**src/rtl/osc_freq_lock.sv**
```systemverilog
// -----------------------------------------------------------------------------
// osc_freq_lock
// Frequency-lock controller for the ring oscillator. A divided oscillator
// phase is synchronised into the ref_clk domain and its rising edges are
// counted over a fixed window. A 13-bit successive-approximation search over
// the delay code then finds the slowest code whose count still meets
// i_target_cnt. After that the oscillator injection is enabled.
//
// Optional feature (compile-time macro FLL_TRACK_EN):
//   When defined, calibration does not stop in a DONE state. The controller
//   keeps measuring and nudges the code by +/-1 per window whenever the count
//   leaves a +/-LOCK_TOL dead-band around the target.
//   When undefined, the code is frozen once the search completes.
// -----------------------------------------------------------------------------
module osc_freq_lock #(
    parameter int WIN_LOG2   = 8,   // window = 2**WIN_LOG2 ref_clk cycles
    parameter int CNT_W      = 12,  // edge-counter / target width
    parameter int SETTLE_CYC = 16,  // wait after each code change
    parameter int LOCK_TOL   = 2    // tracking dead-band (tracking build only)
) (
    input  logic             i_ref_clk,
    input  logic             i_rst,
    input  logic             i_glob_en,
    input  logic             i_start,
    input  logic             i_osc_div,
    input  logic [CNT_W-1:0] i_target_cnt,
    output logic [4:0]       o_delay_con_lsb,
    output logic [7:0]       o_delay_con_msb,
    output logic             o_inj_en,
    output logic             o_cal_done,
    output logic [CNT_W-1:0] o_meas_cnt
);

    localparam int CODE_W  = 13;
    localparam int WIN_LEN = 1 << WIN_LOG2;
    localparam int TMR_MAX = (WIN_LEN > SETTLE_CYC) ? WIN_LEN : SETTLE_CYC;
    localparam int TMR_W   = $clog2(TMR_MAX) + 1;

    localparam logic [TMR_W-1:0]  SETTLE_LAST = TMR_W'(SETTLE_CYC - 1);
    localparam logic [TMR_W-1:0]  WIN_LAST    = TMR_W'(WIN_LEN - 1);
    localparam logic [CODE_W-1:0] CODE_SLOW   = 13'h1FFF;
    localparam logic [CODE_W-1:0] CODE_MID    = 13'h1000;

`ifdef FLL_TRACK_EN
    typedef enum logic [2:0] {
        ST_IDLE   = 3'd0,
        ST_SETTLE = 3'd1,
        ST_MEAS   = 3'd2,
        ST_DECIDE = 3'd3,
        ST_TRACK  = 3'd4
    } state_t;
`else
    typedef enum logic [2:0] {
        ST_IDLE   = 3'd0,
        ST_SETTLE = 3'd1,
        ST_MEAS   = 3'd2,
        ST_DECIDE = 3'd3,
        ST_DONE   = 3'd4
    } state_t;
`endif

    // Registered state
    state_t              r_state;
    logic [CODE_W-1:0]   r_code;
    logic [3:0]          r_bit;
    logic [TMR_W-1:0]    r_tmr;
    logic [CNT_W-1:0]    r_edge_cnt;
    logic [CNT_W-1:0]    r_meas_cnt;
    logic                r_cal_done;
    logic                r_inj_en;
    logic [1:0]          r_sync;
    logic                r_osc_prev;

    // Next-state values
    state_t              w_state_next;
    logic [CODE_W-1:0]   w_code_next;
    logic [3:0]          w_bit_next;
    logic [TMR_W-1:0]    w_tmr_next;
    logic [CNT_W-1:0]    w_edge_cnt_next;
    logic [CNT_W-1:0]    w_meas_cnt_next;
    logic                w_cal_done_next;
    logic                w_inj_en_next;

    logic                w_osc_rise;

`ifdef FLL_TRACK_EN
    logic                r_tracking;
    logic                w_tracking_next;
    logic [CNT_W:0]      w_cnt_ext;
    logic [CNT_W:0]      w_trk_hi;
    logic [CNT_W:0]      w_trk_lo;

    // Dead-band limits are formed one bit wider so target+tol cannot wrap
    // and target-tol floors at zero.
    assign w_cnt_ext = {1'b0, r_edge_cnt};
    assign w_trk_hi  = {1'b0, i_target_cnt} + (CNT_W+1)'(LOCK_TOL);
    assign w_trk_lo  = ({1'b0, i_target_cnt} >= (CNT_W+1)'(LOCK_TOL)) ?
                       ({1'b0, i_target_cnt} - (CNT_W+1)'(LOCK_TOL)) :
                       '0;
`endif

    // Rising edge of the synchronised oscillator phase
    assign w_osc_rise = r_sync[1] & ~r_osc_prev;

    // State, datapath and synchroniser registers
    always_ff @(posedge i_ref_clk or posedge i_rst) begin
        if (i_rst) begin
            r_state    <= ST_IDLE;
            r_code     <= CODE_SLOW;
            r_bit      <= 4'd0;
            r_tmr      <= '0;
            r_edge_cnt <= '0;
            r_meas_cnt <= '0;
            r_cal_done <= 1'b0;
            r_inj_en   <= 1'b0;
            r_sync     <= 2'b00;
            r_osc_prev <= 1'b0;
`ifdef FLL_TRACK_EN
            r_tracking <= 1'b0;
`endif
        end else begin
            r_state    <= w_state_next;
            r_code     <= w_code_next;
            r_bit      <= w_bit_next;
            r_tmr      <= w_tmr_next;
            r_edge_cnt <= w_edge_cnt_next;
            r_meas_cnt <= w_meas_cnt_next;
            r_cal_done <= w_cal_done_next;
            r_inj_en   <= w_inj_en_next;
            r_sync     <= {r_sync[0], i_osc_div};
            r_osc_prev <= r_sync[1];
`ifdef FLL_TRACK_EN
            r_tracking <= w_tracking_next;
`endif
        end
    end

    // Next-state logic: SAR sequencing, window timing and edge counting
    always_comb begin
        w_state_next    = r_state;
        w_code_next     = r_code;
        w_bit_next      = r_bit;
        w_tmr_next      = r_tmr;
        w_edge_cnt_next = r_edge_cnt;
        w_meas_cnt_next = r_meas_cnt;
        w_cal_done_next = r_cal_done;
        w_inj_en_next   = r_inj_en;
`ifdef FLL_TRACK_EN
        w_tracking_next = r_tracking;
`endif

        if (!i_glob_en) begin
            // Disable wins in every state; the code is deliberately kept.
            w_state_next    = ST_IDLE;
            w_cal_done_next = 1'b0;
            w_inj_en_next   = 1'b0;
`ifdef FLL_TRACK_EN
            w_tracking_next = 1'b0;
`endif
        end else begin
            case (r_state)
                ST_IDLE: begin
                    if (i_start) begin
                        w_code_next  = CODE_MID;
                        w_bit_next   = 4'd12;
                        w_tmr_next   = '0;
                        w_state_next = ST_SETTLE;
                    end
                end

                ST_SETTLE: begin
                    if (r_tmr == SETTLE_LAST) begin
                        w_tmr_next      = '0;
                        w_edge_cnt_next = '0;
                        w_state_next    = ST_MEAS;
                    end else begin
                        w_tmr_next = r_tmr + TMR_W'(1);
                    end
                end

                ST_MEAS: begin
                    // Saturating count so a runaway oscillator cannot wrap
                    // into a small, misleading value.
                    if (w_osc_rise && (r_edge_cnt != '1)) begin
                        w_edge_cnt_next = r_edge_cnt + CNT_W'(1);
                    end
                    if (r_tmr == WIN_LAST) begin
                        w_tmr_next = '0;
`ifdef FLL_TRACK_EN
                        w_state_next = r_tracking ? ST_TRACK : ST_DECIDE;
`else
                        w_state_next = ST_DECIDE;
`endif
                    end else begin
                        w_tmr_next = r_tmr + TMR_W'(1);
                    end
                end

                ST_DECIDE: begin
                    w_meas_cnt_next = r_edge_cnt;
                    // Too slow: drop this bit (lower code = faster).
                    // Equal or faster: keep it, staying as slow as allowed.
                    if (r_edge_cnt < i_target_cnt) begin
                        w_code_next[r_bit] = 1'b0;
                    end
                    if (r_bit != 4'd0) begin
                        w_code_next[r_bit - 4'd1] = 1'b1;
                        w_bit_next   = r_bit - 4'd1;
                        w_state_next = ST_SETTLE;
                    end else begin
                        w_cal_done_next = 1'b1;
                        w_inj_en_next   = 1'b1;
`ifdef FLL_TRACK_EN
                        w_tracking_next = 1'b1;
                        w_state_next    = ST_SETTLE;
`else
                        w_state_next    = ST_DONE;
`endif
                    end
                end

`ifdef FLL_TRACK_EN
                ST_TRACK: begin
                    w_meas_cnt_next = r_edge_cnt;
                    if (w_cnt_ext > w_trk_hi) begin
                        if (r_code != CODE_SLOW) begin
                            w_code_next = r_code + 13'd1;
                        end
                    end else if (w_cnt_ext < w_trk_lo) begin
                        if (r_code != '0) begin
                            w_code_next = r_code - 13'd1;
                        end
                    end
                    w_state_next = ST_SETTLE;
                end
`else
                ST_DONE: begin
                    // Code frozen; only a glob_en drop leaves this state.
                    w_state_next = ST_DONE;
                end
`endif

                default: begin
                    w_state_next = ST_IDLE;
                end
            endcase
        end
    end

    assign o_delay_con_lsb = r_code[4:0];
    assign o_delay_con_msb = r_code[12:5];
    assign o_inj_en        = r_inj_en;
    assign o_cal_done      = r_cal_done;
    assign o_meas_cnt      = r_meas_cnt;

endmodule

```
**config.mk**
```make
export PLATFORM = sky130hd
export DESIGN_NAME = osc_freq_lock
export DESIGN_NICKNAME = d
export VERILOG_FILES = /design/src/rtl/osc_freq_lock.sv
export SDC_FILE = /design/constraint.sdc
export NUM_CORES = 1
export LEC_CHECK = 0
export CORE_ASPECT_RATIO = 1.75
export CORE_UTILIZATION = 50
export CTS_BUF_LIST = sky130_fd_sc_hd__clkbuf_8 sky130_fd_sc_hd__clkbuf_16
export DETAILED_ROUTE_END_ITERATION = 7
export GPL_ROUTABILITY_DRIVEN = 0
export PLACE_DENSITY = 0.83
export SETUP_SLACK_MARGIN = 0.15
export SLEW_MARGIN = 5
export SYNTH_ARGS = -nofsm -noshare
export SYNTH_HDL_FRONTEND = slang
export SYNTH_SLANG_ARGS = --single-unit
```
**constraint.sdc**
```tcl
create_clock -name i_ref_clk -period 4.7 [get_ports i_ref_clk]
set_clock_uncertainty 0.15 [all_clocks]
set_input_delay 0.94 -clock i_ref_clk [delete_from_list [all_inputs] [get_ports i_ref_clk]]
set_output_delay 0.94 -clock i_ref_clk [all_outputs]
set_load 0.05 [all_outputs]
```
* Word-level counts from Yosys, hierarchy flattened
Cells that the tools add are included.
** Storage, ports and cells
- Logic and storage cells :: 82
- Register bits :: 57
** Cells by class
- Equal/unequal tests :: 16
- Multiplexer cells :: 29
- Reduce and logical (&&, ||, !) cells :: 15
- $add $sub $neg :: 3
- Bitwise logic cells :: 5
- $lt $le $gt $ge :: 5
** Operator list (count)
- two-way mux 13 bit :: 5
- two-way mux 9 bit :: 3
- one-hot mux 9 bit (3 select lines) :: 1
- one-hot mux 13 bit (2 select lines) :: 1
- two-way mux 12 bit :: 2
- one-hot mux 12 bit (2 select lines) :: 1
- two-way mux 3 bit :: 5
- one-hot mux 3 bit (5 select lines) :: 1
- bitwise AND 13 bit :: 1
- inverter 13 bit :: 1
- OR 13 bit :: 1
- adder 12 x 1 -> 12 bit, second input constant :: 1
- < comparator 12 bit :: 1
- inequality test 12 bit, second input constant :: 1
- < comparator 4 x 5 -> 1 bit, second input constant :: 2
- inequality test 2 bit, second input constant :: 5
- adder 9 x 1 -> 9 bit, second input constant :: 1
- == test 9 x 4 -> 1 bit, second input constant :: 1
- == test 9 x 8 -> 1 bit, second input constant :: 1
- inequality test 3 bit, second input constant :: 3
- AND reduction 3 bit :: 3
- demux 1 bit (select 4 bit) :: 2
- >= comparator 4 x 1 -> 1 bit, second input constant :: 2
- two-way mux 4 bit :: 2
- 16 further kinds :: 26

* Depth between registers and ports, before layout
Gate-level depths: netlist of run 1.
- Word-level depth :: 12
- Gate-level depth with buffers :: 11

* Worst setup path after synthesis of run 1
OpenSTA, ideal clock, no wires.
- Kind :: input to register
- Start :: input i_target_cnt[1]
- End :: register r_code[0]
- Buffers on the path :: 1
- Stages :: 8
- Setup slack :: 2098 ps
- Library setup time :: 80 ps
- Arrival :: 2372 ps
- Cell sequence :: inv_1 > ha_1 > o21ai_0 > o21ai_0 > a31oi_1 > clkbuf_1 > nand4_1 > a32o_1
** On the way
- Word-level cells in the longest chain between the ends :: 7
** Ends and longest elaborated chain
- start, declared :: RTL line 26 : input logic [CNT_W-1:0] i_target_cnt,
- < comparator 12 bit (*) :: RTL line 203 : if (r_edge_cnt < i_target_cnt) begin
- two-way mux 13 bit (*) :: RTL line 203
- two-way mux 13 bit (*) :: RTL line 161 : case (r_state)
- two-way mux 13 bit (*) :: RTL line 152 : if (!i_glob_en) begin
- OR 13 bit (no line)
- two-way mux 13 bit (*) :: RTL line 206 : if (r_bit != 4'd0) begin
- one-hot mux 13 bit (2 select lines) (*) :: RTL line 161
- end signal, assigned :: RTL line 123 : r_code <= w_code_next;
- end, declared :: RTL line 64 : logic [CODE_W-1:0] r_code;
Mark *: on every way between the ends. The rest lies on a longest branch, timed or not. The select of a mux whose other input is x is not followed.
A chain may end at the register's enable or synchronous reset.

* Worst setup path after layout of run 1
- Start :: input i_target_cnt[1]
- End :: register r_code[9]
The elaborated chain is that of the path after synthesis.

==> results.txt, run 1 <==
Outcome -> finished clean
Critical Path RT -> 4.82 ns
N_diodes -> 0
DP Wirelength -> 5.05 mm
Peak supply drop -> 174 uV
Synth area leaders -> dfrtp_1 34%, dfstp_2 11%, ha_1 7.4%
Area growth syn-to-layout -> 20.9%
Minimum clock period -> 3.28 ns
Cell Count, Final, Fillers Out -> 468
IO buf count -> 43
Post-synth EDFFs -> 0
Longest Clk Path Bufs -> 2
Worst reg2reg endpoint -> r_code[9]
Max H-tree Level -> 3
Largest net degree at the start of global routing -> 32
Slowest cell on the critical path -> a31oi_1
Setup violations, final -> 0
Routed WL -> 6.99 mm
Dpl cell area -> 3690 um^2
Least-Margin Pin Slew -> 1.06 ns
Hold_buf cts -> 0
WP data arrival -> 3.40 ns
Setup TNS -> 0 ns
Drt first-iter violations -> 113
RSZ-0062 raised after global routing -> no
Buf/Inv on CP -> 2
Slowest Stage Delay on Critical Path -> 0.88 ns
Count of state elements after synthesis -> 57
IO Pins -> 44
R2R setup slack -> 2.07 ns
Lkg Pwr -> 1.75 nW
Ys async rst share -> 1.00
Crit Path Category -> input port to flip-flop
Crit share post-route -> 0.697
Final design instance area without fill -> 3890 um^2
Final Hold Fails -> 0
Number of antenna violations at the first check in global routing -> 0
Postcts setup bufs -> 0
Leading area contributor after synthesis -> dfrtp_1
Yosys warnings -> 0
Die Height -> 108 um
Most used cell, CP -> o21ai_0
Avg Inst Size Synth -> 9.44 um^2
CP cell instances -> clkdlybuf4s50_1 > inv_1 > ha_1 > o21ai_0 > o21ai_0 > a31oi_1 > nand4_1 > a32o_1
Post-Syn Nets -> 377
Mapped cell area -> 3220 um^2
Worst r2r path cells -> 6
Max Clock Freq -> 0.305 GHz
Pwr per Cell Area -> 268 nW/um^2
Post-CTS Resized -> 0
Placed cells -> 452
Grt ovf -> 0
Worst hold endpoint -> r_sync[1]
Vias -> 2,713
Synth unique cells -> 57
Number of remaining DRC errors -> 0
Overall routing resource usage -> 0.228
Crit path max fanout -> 13
Initial Util -> 0.517
Delay-heaviest family, CP -> compound AO/OA/AOI/OAI gates
Clock Latency Late Sink -> 0.35 ns
Routed Antenna Nets -> 0
Setup WS post-layout -> 1.42 ns
Post-place setup slack -> 1.14 ns
Clk sinks -> 57
Drt wl/cell -> 14.9 um
Crit Reg-Reg Startpoint -> r_edge_cnt[1]
Post-synth top area share -> 0.342
Global-route wire length before repair -> 11.9 mm
Layout Nets -> 419
Startpoint Class -> input port
Die ar. -> 6780 um^2
Reg clk slew, reported paths -> 0.06 ns
Std-Cell Core Area -> 6230 um^2
Clock root cell -> clkbuf_8
Seq/Total Area, Yosys -> 0.448
Hold WC Path Type -> flip-flop to flip-flop
Vias in the first global route -> 2,637
Ys flop type -> dfrtp_1
Die W -> 62.7 um
Post-Synthesis Cells -> 341
Hold Path Cell Cnt -> 0
Vias per std cell -> 5.80
CTS tree -> yes
Layout cells sized above 1 -> 0.0979
# rows -> 38
Hold_sp -> r_sync[0]
CP endpoint kind -> flip-flop
CTS Buf Count -> 9
Maxcap violations -> 0
Max-slew headroom -> 0.289
Max Transition Viols Final -> 0
Initial DRT Pass Iterations -> 4
==> cells by family (layout without fill, tap and decap cells) <==
logic type / Yosys count / after routing / synth area share
muxes: 5 / 5 / 0.0167
AOI/OAI and AO/OA: 60 / 60 / 0.145
xor gates and xnor gates: 11 / 11 / 0.0299
and+or+nand+nor: 154 / 154 / 0.241
DFF: 57 / 57 / 0.448
buffers and inverters: 35 / 82 / 0.0462
adders and majority gates: 19 / 19 / 0.0738
==> worst max path at each step <==
stage,start,end,slack (ns),cells after the start
finish,i_target_cnt[1],r_code[9],1.42,8
global route,i_target_cnt[1],r_code[9],1.20,8
global placement,i_target_cnt[1],r_code[2],1.21,8
floorplan,i_target_cnt[1],r_code[0],2.10,8
detailed placement,i_target_cnt[1],r_code[9],1.14,8
CTS,i_target_cnt[1],r_code[9],1.49,8
==> through the flow <==
step                total power [W]   util  hold WS, ns
floorplan                  0.000569      -        0.181
global route                0.00108  0.625        0.220
detailed placement         0.000597  0.593        0.194
CTS                         0.00105  0.625        0.208
global placement           0.000594  0.593        0.183
finish                      0.00104  0.625        0.205
==> worst reg2reg max path, stage by stage (launching register included) <==
cell,delay (ns)
dfrtp_1,0.44
ha_1,0.29
o21ai_0,0.13
o21ai_0,0.14
a31oi_1,0.88
nand4_1,0.21
a32o_1,0.32
==> layout by cell type, fill, tap and decap left out, types with 2 or more instances in the layout <==
cell,netlist,routed
clkdlybuf4s50_1,0,43
a32oi_1,3,3
nand2b_1,5,5
clkinv_2,0,2
mux2_2,3,3
inv_1,21,22
nor3_1,13,13
nor2b_1,6,6
ha_1,19,19
xor2_1,7,7
o31ai_1,2,2
nand4_1,13,13
o21a_1,4,4
o311ai_0,2,2
mux2i_1,2,2
and3_1,8,8
a211oi_1,2,2
a21o_1,3,3
o211ai_1,2,2
nand3b_1,3,3
nand3_1,9,9
nor4_1,3,3
xnor2_1,4,4
clkbuf_8,0,11
and4_1,2,2
a41oi_1,3,3
dfrtp_1,44,44
nor2_1,25,25
nand2_1,54,54
dfstp_2,13,13
o2111ai_1,2,2
a21oi_1,8,8
nor3b_1,4,4
a32o_1,9,9
o21ai_0,9,9
buf_4,2,2
==> synthesized netlist by cell type (3+ instances only) <==
library cell,number
o21ai_0,9
nor2b_1,6
mux2_2,3
a32oi_1,3
ha_1,19
a21o_1,3
inv_1,21
nor3b_1,4
nor2_1,25
nand3_1,9
dfrtp_1,44
a32o_1,9
nand2_1,54
nand2b_1,5
a21oi_1,8
nor3_1,13
xnor2_1,4
nand4_1,13
dfstp_2,13
nand3b_1,3
and3_1,8
xor2_1,7
a41oi_1,3
nor4_1,3
clkbuf_1,8
o21a_1,4
==> state kept, by name, indices dropped and copies added, names as in the netlist <==
register / cells
r_code: 13
o_meas_cnt: 12
r_edge_cnt: 12
r_tmr: 9
r_bit: 4
r_state: 3
r_sync: 2
o_inj_en: 1
r_osc_prev: 1
==> layer usage <==
layer / vias to the layer above / routed length (um) / part of all wire / GRT usage
li1: 1311 / - / - / -
met1: 1309 / 2790 / 0.40 / 0.248
met2: 77 / 3730 / 0.53 / 0.403
met3: 16 / 287 / 0.041 / 0.0570
met4: 0 / 184 / 0.026 / 0.123
met5: - / 0 / 0 / 0
==> where the power goes <==
| group | internal, W | switching [W] | leakage (nW) |
|---|---|---|---|
| clock | 0.000268 | 0.000187 | 0.112 |
| combinational | 0.0000347 | 0.0000426 | 0.910 |
| sequential | 0.000501 | 0.00000932 | 0.728 |
| total | 0.000803 | 0.000239 | 1.75 |
==> area by class of cell <==
cell class                      count  area [um^2]
Clock buffer                       11          151
Clock inverter                      5         47.5
Fill cell                         535         2330
Inverter                           21         78.8
Multi-Input combinational cell    249         1630
Sequential cell                    57         1440
Tap cell                           80          100
Timing Repair Buffer               45          445
Power figures use the tool's default switching activity.
==> run 2: changes to the inputs <==
==> constraint.sdc (replaced) <==
create_clock -name i_ref_clk -period 3.4 [get_ports i_ref_clk]
set_clock_uncertainty 0.15 [all_clocks]
set_input_delay 0.68 -clock i_ref_clk [delete_from_list [all_inputs] [get_ports i_ref_clk]]
set_output_delay 0.68 -clock i_ref_clk [all_outputs]
set_load 0.05 [all_outputs]
==> results.txt, run 2 (same netlist as run 1, synthesis figures left out) <==
Metal3 WL -> 325 um (+13%)
WP data arrival -> 2.86 ns (-0.54 ns)
Peak supply drop -> 236 uV (+35%)
Crit path max fanout -> 13 (unchanged)
Die Height -> 108 um (unchanged)
Setup TNS -> 0 ns (unchanged)
Global-route wire length before repair -> 11.7 mm (-1.9%)
Routed WL -> 7.05 mm (+0.82%)
Vias in the first global route -> 2,604 (-1.3%)
Max H-tree Level -> 3 (unchanged)
Initial DRT Pass Iterations -> 4 (unchanged)
Setup violations, final -> 0 (unchanged)
Number of antenna violations at the first check in global routing -> 0 (unchanged)
Worst reg2reg endpoint -> r_tmr[6]
Layout cells sized above 1 -> 0.102 (+0.00384)
Lkg Pwr -> 1.77 nW (+0.97%)
Final design instance area without fill -> 3900 um^2 (+0.22%)
Worst r2r path cells -> 10 (+4)
R2R setup slack -> 0.87 ns (-1.20 ns)
Fillers -> 536 (+0.19%)
Multi-input combinational cell area -> 1630 um^2 (unchanged)
IO buf count -> 43 (unchanged)
CP startpoint -> i_target_cnt[5]
Critical Path RT -> 3.52 ns (-1.30 ns)
Drt first-iter violations -> 199 (+76%)
Critical Path End -> r_code[2]
Placed cells -> 457 (+1.1%)
Max Used Layer -> met4
RSZ-0062 raised after global routing -> no
Hold_buf cts -> 0 (unchanged)
Max-slew headroom -> 0.474 (+0.185)
Layout Nets -> 424 (+1.2%)
Clock Latency Late Sink -> 0.34 ns (about the same)
Crit Reg-Reg Startpoint -> r_tmr[0]
Startpoint Class -> input port
Most common cell after layout, fill and taps aside -> nand2_1
Final Hold Fails -> 0 (unchanged)
Clk sinks -> 57 (unchanged)
Largest net degree at the start of global routing -> 40 (+25%)
Overall routing resource usage -> 0.227 (-0.00120)
Outcome -> finished clean
Number of remaining DRC errors -> 0 (unchanged)
Max Transition Viols Final -> 0 (unchanged)
Reg clk slew, reported paths -> 0.06 ns (about the same)
Hold WC Path Type -> flip-flop to flip-flop
N_diodes -> 0 (unchanged)
Vias per std cell -> 5.79 (about the same)
Register with the most flip-flops -> r_code
# rows -> 38 (unchanged)
Overall power -> 0.00136 W (+31%)
Max reg flops -> 13 (unchanged)
DP Wirelength -> 5.00 mm (-0.85%)
Grt ovf -> 0 (unchanged)
Minimum clock period -> 2.74 ns
Initial Util -> 0.517 (unchanged)
Max Clock Freq -> 0.365 GHz
Dpl cell area -> 3730 um^2 (+1.0%)
CP endpoint kind -> flip-flop
Pwr per Cell Area -> 349 nW/um^2 (+30%)
Longest Clk Path Bufs -> 2 (unchanged)
Cell Count, Final, Fillers Out -> 473 (+1.1%)
Least-Margin Pin Slew -> 0.788 ns (-0.274 ns)
Sequential cell area -> 1440 um^2 (unchanged)
CTS tree -> yes
IO Pins -> 44 (unchanged)
Most frequent cells in the layout -> 54 x nand2_1, 44 x dfrtp_1, 43 x clkdlybuf4s50_1, 25 x inv_1, 25 x nor2_1
Hold slack -> 0.198 ns (-0.00708 ns)
Post-CTS Resized -> 0 (unchanged)
Die W -> 62.7 um (unchanged)
Area growth syn-to-layout -> 21.2%
Crit share post-route -> 0.805
Vias -> 2,741 (+1.0%)
Drt wl/cell -> 14.9 um (-0.25%)
M1 WL -> 2.70 mm (-3.4%)
Die ar. -> 6780 um^2 (unchanged)
Met2 Wirelength -> 3.86 mm (+3.5%)
Routed Antenna Nets -> 0 (unchanged)
CTS Buf Count -> 9 (unchanged)
Std-Cell Core Area -> 6230 um^2 (unchanged)
Maxcap violations -> 0 (unchanged)
Crit Path Category -> input port to flip-flop
Clock root cell -> clkbuf_8
Hold Path Cell Cnt -> 0 (unchanged)
Postcts setup bufs -> 0 (unchanged)
[run 2: per-stage QoR]
step | util | worst slack (ns)
final | 0.627 | 0.661
after CTS | 0.627 | 0.700
after global placement | 0.599 | 0.399
after floorplan | - | 1.06
after detailed placement | 0.599 | 0.346
after global routing | 0.627 | 0.509
[run 2: where the power goes]
part | internal [W] | switching (W) | leakage, nW
Clock | 0.000291 | 0.000255 | 0.106
Combinational | 0.0000495 | 0.0000597 | 0.933
Sequential | 0.000693 | 0.0000128 | 0.728
Total | 0.00103 | 0.000328 | 1.77
[run 2: how the worst min path moves through the flow]
stage | start | endpoint | slack (ns)
after floorplan | r_sync[0] | r_sync[1] | 0.18
after global placement | r_sync[0] | r_sync[1] | 0.18
after detailed placement | r_sync[0] | r_sync[1] | 0.18
after CTS | r_sync[0] | r_sync[1] | 0.20
after global routing | r_sync[0] | r_sync[1] | 0.21
final | r_sync[0] | r_sync[1] | 0.20
[run 2: cell type report]
cell class | instances | area share
inverter | 21 | 0.0202
clock inverter | 5 | 0.00481
clock buffer | 11 | 0.0388
tap | 80 | 0.0256
sequential | 57 | 0.370
multi-input combinational | 249 | 0.417
timing repair buffer | 50 | 0.124
[run 2: worst max-delay path: stages]
cell and delay, ns:
clkdlybuf4s50_1 0.48, inv_1 0.05, ha_1 0.30, a21oi_1 0.17, o21ai_0 0.17, a211oi_4 0.55, nand4_1 0.16, a32o_1 0.29
[run 2: layer usage]
metal / vias to the layer above / GRT usage
met5: - / 0
met4: 0 / 0.138
met3: 17 / 0.0549
met2: 84 / 0.404
met1: 1318 / 0.239
li1: 1322 / -
